<file path="src/rtl/ram_fifo_ctrl_pkg.sv">
// ram_fifo_ctrl_pkg: shared sizes and arbitration priority encoding
package ram_fifo_ctrl_pkg;
  localparam int DATA_W = 8;
  localparam int ADDR_W = 6;
  localparam int DEPTH = 2 ** ADDR_W;
  typedef enum logic {PRIO_WR = 1'b0, PRIO_RD = 1'b1} prio_t;
endpackage

</file>
<file path="src/rtl/ram_fifo_ctrl_if.sv">
// ram_fifo_ctrl_if: stream handshakes, RAM pins and status of the FIFO controller
interface ram_fifo_ctrl_if;
  import ram_fifo_ctrl_pkg::*;
  logic [DATA_W-1:0] in_data;
  logic in_valid;
  logic in_ready;
  logic [DATA_W-1:0] out_data;
  logic out_valid;
  logic out_ready;
  logic [ADDR_W-1:0] ram_address;
  logic [DATA_W-1:0] ram_data_in;
  logic ram_write_enable;
  logic [DATA_W-1:0] ram_data_out;
  logic [ADDR_W:0] level;
  logic full;
  modport master (
    input in_data, in_valid, out_ready, ram_data_out,
    output in_ready, out_data, out_valid, ram_address, ram_data_in, ram_write_enable, level, full
  );
  modport slave (
    output in_data, in_valid, out_ready, ram_data_out,
    input in_ready, out_data, out_valid, ram_address, ram_data_in, ram_write_enable, level, full
  );
endinterface

</file>
<file path="src/rtl/ram_fifo_ctrl.sv">
// ram_fifo_ctrl: byte FIFO over a single-port synchronous 64x8 RAM with fair read/write arbitration
module ram_fifo_ctrl
  import ram_fifo_ctrl_pkg::*;
(
  input logic clk,
  input logic rst,
  ram_fifo_ctrl_if.master bus
);
  localparam int LW = ADDR_W + 1;
  logic [ADDR_W-1:0] wr_ptr, rd_ptr;
  logic rd_pend;
  prio_t prio;
  logic rd_elig, full, wr_grant, rd_grant, in_ready;
  // arbitration and RAM pin drive; a write wins unless a read is also eligible and it is the read's turn
  always_comb begin
    full = bus.level == LW'(DEPTH);
    rd_elig = bus.level != '0 && !rd_pend && (!bus.out_valid || bus.out_ready);
    in_ready = !rst && !full && !(rd_elig && prio == PRIO_RD);
    wr_grant = bus.in_valid && in_ready;
    rd_grant = !rst && rd_elig && !wr_grant;
    bus.full = full;
    bus.in_ready = in_ready;
    bus.ram_address = wr_grant ? wr_ptr : rd_ptr;
    bus.ram_data_in = wr_grant ? bus.in_data : '0;
    bus.ram_write_enable = wr_grant;
  end
  // pointers, occupancy, priority toggle and the output register fed one cycle after each read issue
  always_ff @(posedge clk or posedge rst) begin
    if (rst) begin
      wr_ptr <= '0;
      rd_ptr <= '0;
      bus.level <= '0;
      rd_pend <= 1'b0;
      prio <= PRIO_WR;
      bus.out_valid <= 1'b0;
      bus.out_data <= '0;
    end else begin
      wr_ptr <= wr_ptr + ADDR_W'(wr_grant);
      rd_ptr <= rd_ptr + ADDR_W'(rd_grant);
      bus.level <= bus.level + LW'(wr_grant) - LW'(rd_grant);
      rd_pend <= rd_grant;
      if (bus.in_valid && rd_elig) prio <= prio == PRIO_WR ? PRIO_RD : PRIO_WR;
      if (rd_pend) begin
        bus.out_data <= bus.ram_data_out;
        bus.out_valid <= 1'b1;
      end else if (bus.out_valid && bus.out_ready) begin
        bus.out_valid <= 1'b0;
      end
    end
  end
endmodule

</file>
<file path="src/flat_wrapper.sv">
// flat-port wrapper written by rule: the top's interface ports become plain ports
module ram_fifo_ctrl_flat import ram_fifo_ctrl_pkg::*;
  (clk, rst, bus_in_data, bus_in_valid, bus_out_ready, bus_ram_data_out, bus_in_ready, bus_out_data, bus_out_valid, bus_ram_address, bus_ram_data_in, bus_ram_write_enable, bus_level, bus_full);
  ram_fifo_ctrl_if bus_i ();
  input logic clk;
  input logic rst;
  input wire logic [$bits(bus_i.in_data)-1:0] bus_in_data;
  input wire logic [$bits(bus_i.in_valid)-1:0] bus_in_valid;
  input wire logic [$bits(bus_i.out_ready)-1:0] bus_out_ready;
  input wire logic [$bits(bus_i.ram_data_out)-1:0] bus_ram_data_out;
  output wire logic [$bits(bus_i.in_ready)-1:0] bus_in_ready;
  output wire logic [$bits(bus_i.out_data)-1:0] bus_out_data;
  output wire logic [$bits(bus_i.out_valid)-1:0] bus_out_valid;
  output wire logic [$bits(bus_i.ram_address)-1:0] bus_ram_address;
  output wire logic [$bits(bus_i.ram_data_in)-1:0] bus_ram_data_in;
  output wire logic [$bits(bus_i.ram_write_enable)-1:0] bus_ram_write_enable;
  output wire logic [$bits(bus_i.level)-1:0] bus_level;
  output wire logic [$bits(bus_i.full)-1:0] bus_full;
  assign bus_i.in_data = bus_in_data;
  assign bus_i.in_valid = bus_in_valid;
  assign bus_i.out_ready = bus_out_ready;
  assign bus_i.ram_data_out = bus_ram_data_out;
  assign bus_in_ready = bus_i.in_ready;
  assign bus_out_data = bus_i.out_data;
  assign bus_out_valid = bus_i.out_valid;
  assign bus_ram_address = bus_i.ram_address;
  assign bus_ram_data_in = bus_i.ram_data_in;
  assign bus_ram_write_enable = bus_i.ram_write_enable;
  assign bus_level = bus_i.level;
  assign bus_full = bus_i.full;
  ram_fifo_ctrl u_core (.clk(clk), .rst(rst), .bus(bus_i));
endmodule
</file>
<file path="config.mk">
export PLATFORM = sky130hd
export DESIGN_NAME = ram_fifo_ctrl_flat
export DESIGN_NICKNAME = d
export VERILOG_FILES = /design/src/rtl/ram_fifo_ctrl_pkg.sv /design/src/rtl/ram_fifo_ctrl_if.sv /design/src/rtl/ram_fifo_ctrl.sv /design/src/flat_wrapper.sv
export SDC_FILE = /design/constraint.sdc
export NUM_CORES = 1
export LEC_CHECK = 0
export BUFFER_PORTS_ARGS = -buffer_cell sky130_fd_sc_hd__buf_2
export CAP_MARGIN = 25
export CORE_MARGIN = 2
export CORE_UTILIZATION = 45
export CTS_CLUSTER_DIAMETER = 120
export DETAILED_ROUTE_END_ITERATION = 8
export GPL_TIMING_DRIVEN = 0
export PLACE_DENSITY_LB_ADDON = 0.3
export SYNTH_ARGS = -nofsm -noshare
export SYNTH_HDL_FRONTEND = slang
export SYNTH_SLANG_ARGS = --single-unit
</file>
<file path="constraint.sdc">
create_clock -name clk -period 2.9 [get_ports clk]
set_input_delay 0.58 -clock clk [delete_from_list [all_inputs] [get_ports clk]]
set_output_delay 0.58 -clock clk [all_outputs]
set_load 0.02 [all_outputs]
</file>
---- Yosys cells after proc, flatten, opt, wreduce, memory -nomap -nowiden ----
Index checks and enable logic that the tools add are counted.
operators by class
  multiplexer cells ....................... 5
  add/subtract/negate cells ............... 4
  eq/ne operators ......................... 1
  reductions and logical operators ........ 19
operator list
  kind                                  number
  adder 6 x 1 -> 6 bit                  2
  logical AND 1 bit                     10
  two-way mux 8 bit                     1
  adder 7 x 1 -> 7 bit                  1
  == test 7 bit, second input constant  1
  nonzero test 7 bit                    1
  subtractor 7 x 1 -> 7 bit             1
  zero test 1 bit                       6
  two-way mux 6 bit                     1
  two-way mux 1 bit                     3
  nonzero test 2 bit                    1
  logical OR 1 bit                      1
storage, ports and cells
  logic and storage cells ................. 36
  output and inout port bits .............. 33
  bits in registers ....................... 30

---- Longest topological paths before layout ----
Gate-level depths: netlist (run 1).
  depth after elaboration ................. 10
  gate-level depth with buffers ........... 13
  gate-level depth less buffers ........... 13

---- Least setup slack after synthesis (run 1) ----
No wires, ideal clock.
  path kind ............................... input to output
  start point ............................. in rst
  end point ............................... out bus_ram_address[4]
  buffers on the path ..................... 1
  arrival time ............................ 2.349 ns
  stages .................................. 5
  slack ................................... -0.029 ns
  cell sequence ........................... inv_1 -> nand2_1 -> a311oi_4 -> buf_6 -> mux2_4
between the ends
  longest elaborated chain between the ends .. 5
RTL lines
  element                         RTL line             text
  start: declaration              flat_wrapper.sv:6    input logic rst;
  zero test 1 bit                 ram_fifo_ctrl.sv:18  in_ready = !rst && !full && !(rd_elig && prio == PRIO_RD);
  logical AND 1 bit (2 in a row)  ram_fifo_ctrl.sv:18
  logical AND 1 bit               ram_fifo_ctrl.sv:19  wr_grant = bus.in_valid && in_ready;
  net bus_ram_write_enable        flat_wrapper.sv:16   output wire logic [$bits(bus_i.ram_write_enable)-1:0] bus_ram_write_enable;
  two-way mux 6 bit               ram_fifo_ctrl.sv:23  bus.ram_address = wr_grant ? wr_ptr : rd_ptr;
  end: declaration                flat_wrapper.sv:14   output wire logic [$bits(bus_i.ram_address)-1:0] bus_ram_address;
The timed path passes the listed nets, and every way through them passes these cells.

---- Final worst setup path (run 1) ----
  start point ............................. reg u_core.bus.level[3]
  end point ............................... out bus_ram_address[0]
between the ends
  longest elaborated chain between the ends .. 8
  elaborated cells on any way between the ends .. 11
  those cells by class .................... eq/ne (1); mux (1); reduce/logical (9)
RTL lines
  element                         RTL line                text
  start: declaration              ram_fifo_ctrl_if.sv:18  output in_ready, out_data, out_valid, ram_address, ram_data_in, ram_write_enable, level, full
  start signal: assignment        ram_fifo_ctrl.sv:40     bus.level <= bus.level + LW'(wr_grant) - LW'(rd_grant);
  nonzero test 7 bit              ram_fifo_ctrl.sv:17     rd_elig = bus.level != '0 && !rd_pend && (!bus.out_valid || bus.out_ready);
  logical AND 1 bit (2 in a row)  ram_fifo_ctrl.sv:17
  logical AND 1 bit               ram_fifo_ctrl.sv:18
  zero test 1 bit                 ram_fifo_ctrl.sv:18
  logical AND 1 bit *             ram_fifo_ctrl.sv:18
  logical AND 1 bit *             ram_fifo_ctrl.sv:19
  two-way mux 6 bit *             ram_fifo_ctrl.sv:23
Mark *: on every way between the ends. The rest lies on a longest branch, timed or not.

==> results of run 1 <==
## worst max-delay path by stage
stage                         from             endpoint  slack [ns]  cells past startpoint
3_5_place_dp                   rst   bus_ram_address[4]       -0.14                      7
3_3_place_gp                   rst   bus_ram_address[4]       -0.10                      7
5_1_grt        u_core.bus.level[4]  u_core.bus.level[6]       0.003                     13
6_report       u_core.bus.level[3]   bus_ram_address[0]        0.15                      7
4_1_cts        u_core.bus.level[3]   bus_ram_address[1]        0.09                      8
2_1_floorplan                  rst   bus_ram_address[4]        0.34                      5
## registers in the layout, indices dropped and copies added (netlist names)
register              count
u_core.bus.out_valid      1
u_core.rd_ptr             6
u_core.bus.out_data       8
u_core.wr_ptr             6
u_core.prio               1
u_core.bus.level          7
u_core.rd_pend            1
## kinds of logic (layout without fill, tap and decap cells)
logic type      after synthesis  in the layout  share of synthesized area (%)
buf+inv                      17             81                          4.584
simple gates                 28             28                          11.30
flops                        30             30                          47.43
fa+ha+maj                    13             13                          10.75
compound gates               17             17                          8.539
mux                          14             14                          10.20
xor+xnor                     13             13                          7.194
## layout make-up
cell class,instances,share of cell area [%]
clock inverter,2,0.6250
multi-input combinational,85,38.06
clock buffer,6,2.563
tap,46,2.875
inverter,15,3.000
sequential,30,37.50
timing repair inverter,1,0.2500
timing repair buffer,55,14.31
buffer,2,0.8125
## metrics by stage
| stage | std cells | total power [uW] | instance area (um^2) | util [%] |
|---|---|---|---|---|
| finish | 242 | 2302 | 2002 | 59.52 |
| global placement | 230 | 1955 | 1904 | 56.62 |
| detailed placement | 230 | 2020 | 1904 | 56.62 |
| CTS | 240 | 2294 | 1981 | 58.89 |
| floorplan | 132 | 1670 | 1587 | - |
| global route | 242 | 2527 | 2002 | 59.52 |
## placed cells by master, fill, tap and decap left out, drive strengths merged, types with 2 or more instances in the layout
cell type   n
a21oi       5
a311oi      2
and2        8
and3        2
buf        57
clkbuf      6
clkinvlp    3
dfrtp      30
ha         12
inv        14
mux2       14
nand2b      2
nand3       8
nor2        3
nor2b       2
o21ai       3
xnor2       6
xor2        7
## repair_timing
action / 4_1_cts / 5_1_grt
setup endpoints to repair: 6 / 6
cloned: 1 / 0
buffers inserted: 1 / 2
pin swaps: 1 / 2
gates resized for setup: 0 / 3
hold buffers: 0 / 0
## metal layers
layer / vias up / track usage [%] / part of all wire [%]
li1: 578 / - / -
met5: - / 0 / 0
met1: 559 / 20.12 / 42
met2: 20 / 29.52 / 53
met4: 0 / 6.250 / 0.76
met3: 4 / 6.964 / 4.3
## synth_stat cells (all sizes together), types with 2 or more instances
| library cell | count | area, um^2 |
|---|---|---|
| o21ai | 3 | 15.01 |
| a21oi | 5 | 28.78 |
| buf | 2 | 16.26 |
| and3 | 2 | 12.51 |
| dfrtp | 30 | 750.7 |
| xor2 | 7 | 61.31 |
| nand3 | 8 | 40.04 |
| a311oi | 2 | 35.04 |
| nor2b | 2 | 12.51 |
| mux2 | 14 | 161.4 |
| ha | 12 | 150.1 |
| xnor2 | 6 | 52.55 |
| nor2 | 3 | 13.77 |
| inv | 15 | 56.30 |
| and2 | 8 | 50.05 |
| nand2b | 2 | 12.51 |
## power groups by stage
| stage | Sequential [uW] | Clock (uW) | Combinational, uW |
|---|---|---|---|
| after detailed placement | 790 | 0 | 1230 |
| final | 778 | 260 | 1260 |
| after floorplan | 904 | 0 | 766 |
| after CTS | 781 | 271 | 1240 |
| after global routing | 808 | 302 | 1420 |
| after global placement | 778 | 0 | 1180 |
==> results.md, run 1 <==
* Share of flip-flops with an asynchronous set or reset at 100.0%
* HPWL Detailed at 2391 um
* Critical Path AT at 2.17 ns
* Syn Nets at roughly 170
* Vias at 1161
* Post-synthesis sequential area ratio at between 40% and 50%
* Pre-CTS setup slack at -0.1442 ns
* Switching power share of the total at 43.20%
* Post-synth EDFFs at 0
* Die W at between 60 and 70 um
* Worst setup SP type: flip-flop
* Syn Std Cell Area at 1583 um^2
* Slowest stage delay, CP at 0.41 ns
* Crit-path leading delay family: buffers and inverters
* Routability cong. at between 0.7 and 0.8
* Sw power at 994.4 uW
* # H-tree levels at 2
* Synth-to-layout area growth at 26.48%
* R2R Setup Slk at 0.23 ns
* Worst hold slack at 0.2564 ns
* Starting Density at a little under half
* Worst Tran Pin Value at just under 0.7 ns
* Clk_lat worst skew at 0.33 ns
* CTS Root Cell: clkbuf_4
* Reg2reg start: u_core.bus.level[3]
* Number of diodes at 0
* Leak at 0.001044 uW
* CTS tree: built
* Share of post-route cells with drive strength above 1 at 43.88%
* PortBufs at 52
* Worst IR drop on VDD at 748.6 uV
* Clock power share at between 10% and 20%
* Status: completed
* Seq cells post-synth at 30
* Fin. max-slew vios at 0
* Hold crit path type: primary input to async pin
* Synth warnings at 0
* Final WL at 3045 um
* Layout filler cell count at about 320
* Vias in the first global route at 1208
* Final net count at 228
* Fin crit share at 94.74%
* Remaining global-route overflow at 0
* RSZ-0062 raised after global routing: false
* Drt first pass iters at 4
* Min Tclk post-route at 2.748 ns
* Cell variety after synth at 32
* Critical Path Fanout Max at 6
* Final worst slack at 0.1525 ns
* First-pass GRT wire length at 5368 um
* CTS Buffer Depth at 2
* Sequential group share of total power at 33.8%
* Buffers plus inverters on the worst setup path at 3
* Wire per inst at 12.58 um
* # DRC at 0
* Final setup vio count at 0
* Worst reg2reg endpoint: u_core.bus.level[6]
* Avg Cell Area, Syn at 11.99 um^2
* Antenna-violating nets left at 0
* Largest net degree at the start of global routing at 17
* Ys flop type: dfrtp_1
* Fin Setup TNS at 0 ns
* Inserted Clock Buffers at 5
* CP Capture Type: output port
* Final count of hold timing violations at 0
* Slowest-stage cell, CP: dfrtp_1
* Reg2Reg Depth at 14
* Vias per std cell at 4.798
* Row count at 21
* Area of the core at 3363 um^2
* I/O Pins at 53
* Logic pwr share at 54.9%
* Die Y at 63.31 um
* Clk sinks at 30
* Maximum clock rate at 364.0 MHz
* Tot GR Track Use at 17.50%
* CP required at 2.32 ns
* Initial antenna violation count at 0
* DRT iter0 DRCs at 31
* PD cells at around 1100 nW/um^2
* Cells after Synth at 132
* Kind of critical path: flip-flop to output port
* Power Internal at ~1300 uW
* Max-Cap Viols at 0
* Critical-path cell list: inv_1 > ha_1 > nand4bb_4 > a311oi_4 > buf_6 > mux2_2 > buf_2
* Setup Skew at 0.01215 ns
* Max_slew headroom at 54.17%
* Multi-input gate area at 762.0 um^2
* Full die area at 4008 um^2
* Clock slew at reported path FFs at 0.09 ns
* FF+latch area at roughly 750 um^2
Note: power is estimated with default switching activity, not from simulation.
==> inputs of run 2 (changes only) <==
--- a/config.mk
+++ b/config.mk
@@ -8,11 +8,13 @@
 export BUFFER_PORTS_ARGS = -buffer_cell sky130_fd_sc_hd__buf_2
 export CAP_MARGIN = 25
 export CORE_MARGIN = 2
-export CORE_UTILIZATION = 45
+export CORE_UTILIZATION = 47
+export CTS_BUF_LIST = sky130_fd_sc_hd__clkbuf_8
 export CTS_CLUSTER_DIAMETER = 120
 export DETAILED_ROUTE_END_ITERATION = 8
 export GPL_TIMING_DRIVEN = 0
 export PLACE_DENSITY_LB_ADDON = 0.3
+export RECOVER_POWER = 25
 export SYNTH_ARGS = -nofsm -noshare
 export SYNTH_HDL_FRONTEND = slang
 export SYNTH_SLANG_ARGS = --single-unit
==> results.md, run 2 (same netlist as run 1, synthesis figures left out) <==
* Clock power share at 14.5% (+3.2 points)
* Critical Path AT at 2.17 ns (about the same)
* Leak at 0.001047 uW (+0.33%)
* CTS Buffer Depth at 2 (unchanged)
* Vias per std cell at 4.933 (+2.8%)
* Max_slew headroom at 48.31% (-5.9 points)
* Clk_lat worst skew at 0.28 ns (-0.05 ns)
* Final WL at 3091 um (+1.5%)
* CP required at 2.32 ns (about the same)
* Remaining global-route overflow at 0 (unchanged)
* Kind of critical path: primary input to output port
* # DRC at 0 (unchanged)
* Critical Path Fanout Max at 16 (+10)
* # H-tree levels at 2 (unchanged)
* Routability cong. at 0.8146 (+6.1%)
* Vias in the first global route at 1150 (-4.8%)
* PortBufs at 52 (unchanged)
* Worst setup SP type: primary input
* Number of diodes at 0 (unchanged)
* Power Internal at 1351 uW (+3.3%)
* Sw power at 989.1 uW (-0.53%)
* Maximum clock rate at 363.5 MHz (-0.12%)
* First-pass GRT wire length at 4823 um (-10%)
* RSZ-0062 raised after global routing: false
* CTS Root Cell: clkbuf_8
* Max-Cap Viols at 0 (unchanged)
* Largest registers: u_core.bus.out_data x8, u_core.bus.level x7
* Inserted Clock Buffers at 5 (unchanged)
* Final count of hold timing violations at 0 (unchanged)
* Largest register FFs at 8 (unchanged)
* Switching power share of the total at 42.27% (-0.93 points)
* Drt first pass iters at 4 (unchanged)
* PD cells at 1166 nW/um^2 (+1.4%)
* Full die area at 3848 um^2 (-4.0%)
* Row count at 21 (unchanged)
* DRT iter0 DRCs at 21 (-32%)
* Worst hold slack at 0.3586 ns (+0.1022 ns)
* Worst Tran Pin Value at 0.7712 ns (+0.08749 ns)
* Starting Density at 48.19% (+1.1 points)
* Most frequent cells in the layout: buf_2, dfrtp_1, inv_1, mux2_2, ha_1
* Most common cell after layout, fill and taps aside: buf_2
* Largest net degree at the start of global routing at 17 (unchanged)
* Tot GR Track Use at 17.69% (+0.19 points)
* I/O Pins at 53 (unchanged)
* Setup Skew at 0.007928 ns (-0.004218 ns)
* Largest register by flop count: u_core.bus.out_data
* Share of post-route cells with drive strength above 1 at 41.75% (-2.1 points)
* Final setup vio count at 0 (unchanged)
* Post-cts sizing count at 0 (unchanged)
* Antenna-violating nets left at 0 (unchanged)
* Clock slew at reported path FFs at 0.06 ns (-0.03 ns)
* Synth-to-layout area growth at 26.80%
* HPWL Detailed at 2372 um (-0.82%)
* Fin crit share at 94.86% (+0.11 points)
* Initial antenna violation count at 0 (unchanged)
* Fin. max-slew vios at 0 (unchanged)
* Logic pwr share at 52.1% (-2.8 points)
* Hold crit path type: primary input to async pin
* CP Capture Type: output port
* Die W at 62.03 um (-2.0%)
* Min Tclk post-route at 2.751 ns (+0.003298 ns)
* CTS tree: built
* Die Y at 62.03 um (-2.0%)
* Wire per inst at 12.88 um (+2.4%)
* Area of the core at 3284 um^2 (-2.3%)
* Tot Pwr at 2340 uW (+1.7%)
* Fin Setup TNS at 0 ns (unchanged)
* Sequential group share of total power at 33.4% (-0.4 points)
* Clk sinks at 30 (unchanged)
* Status: completed
* Final net count at 226 (-0.88%)
* Worst IR drop on VDD at 794.7 uV (+6.2%)
* Vias at 1184 (+2.0%)
==> run 2: worst paths after layout <==
kind | from | to | slack, ns | cells past startpoint
min reg2reg | u_core.rd_ptr[5] | u_core.rd_ptr[5] | 0.48 | 1
max in group asynchronous | rst | u_core.bus.level[1] | 2.02 | 2
min | rst | u_core.bus.out_data[4] | 0.36 | 2
min in group clk | u_core.rd_ptr[5] | u_core.rd_ptr[5] | 0.48 | 1
max reg2reg | u_core.bus.level[5] | u_core.bus.level[6] | 0.21 | 13
max | rst | bus_ram_address[1] | 0.15 | 7
==> run 2: worst max-delay path, stage by stage <==
cell and delay [ns]:
clkbuf_1 0.15, clkinvlp_4 0.29, nand2_1 0.13, a311oi_4 0.32, buf_4 0.20, mux2_2 0.34
buf_2 0.16
==> run 2: metrics by stage <==
stage | instance area [um^2] | worst slack, ns | std cells | util [%]
finish | 2007 | 0.1492 | 240 | 61.10
global route | 2007 | 0.01685 | 240 | 61.10
CTS | 2001 | 0.004367 | 239 | 60.91
detailed placement | 1904 | -0.1590 | 230 | 57.98
global placement | 1904 | -0.1011 | 230 | 57.98
floorplan | 1587 | 0.3446 | 132 | -
==> run 2: power by group through the flow <==
stage / clock [uW] / sequential [uW] / combinational, uW
after floorplan: 0 / 904 / 766
final: 339 / 783 / 1220
after detailed placement: 0 / 792 / 1220
after global routing: 371 / 814 / 1360
after global placement: 0 / 777 / 1170
after CTS: 351 / 785 / 1230
==> run 2: repair_timing <==
item,CTS,global route
gates cloned,1,0
pin swaps,1,1
setup buffers,0,1
hold buffers,0,0
endpoints found under the setup margin,9,1
hold endpoints to repair,0,0
==> run 2: cell type report <==
class / instances / area (um^2)
Buffer: 2 / 16.27
Clock inverter: 2 / 8.758
Inverter: 15 / 60.06
Tap cell: 46 / 57.56
Timing Repair inverter: 1 / 5.005
Fill cell: 283 / 1277
Multi-Input combinational cell: 85 / 759.5
Timing Repair Buffer: 53 / 266.5
Sequential cell: 30 / 750.7
Clock buffer: 6 / 82.58
==> run 2: metal layers <==
metal / track usage [%] / vias to the layer above / wire [um]
met4: 10.33 / 0 / 57
met3: 3.727 / 7 / 103
met2: 29.61 / 22 / 1638
met5: 0 / - / 0
met1: 20.84 / 582 / 1292
li1: - / 573 / -
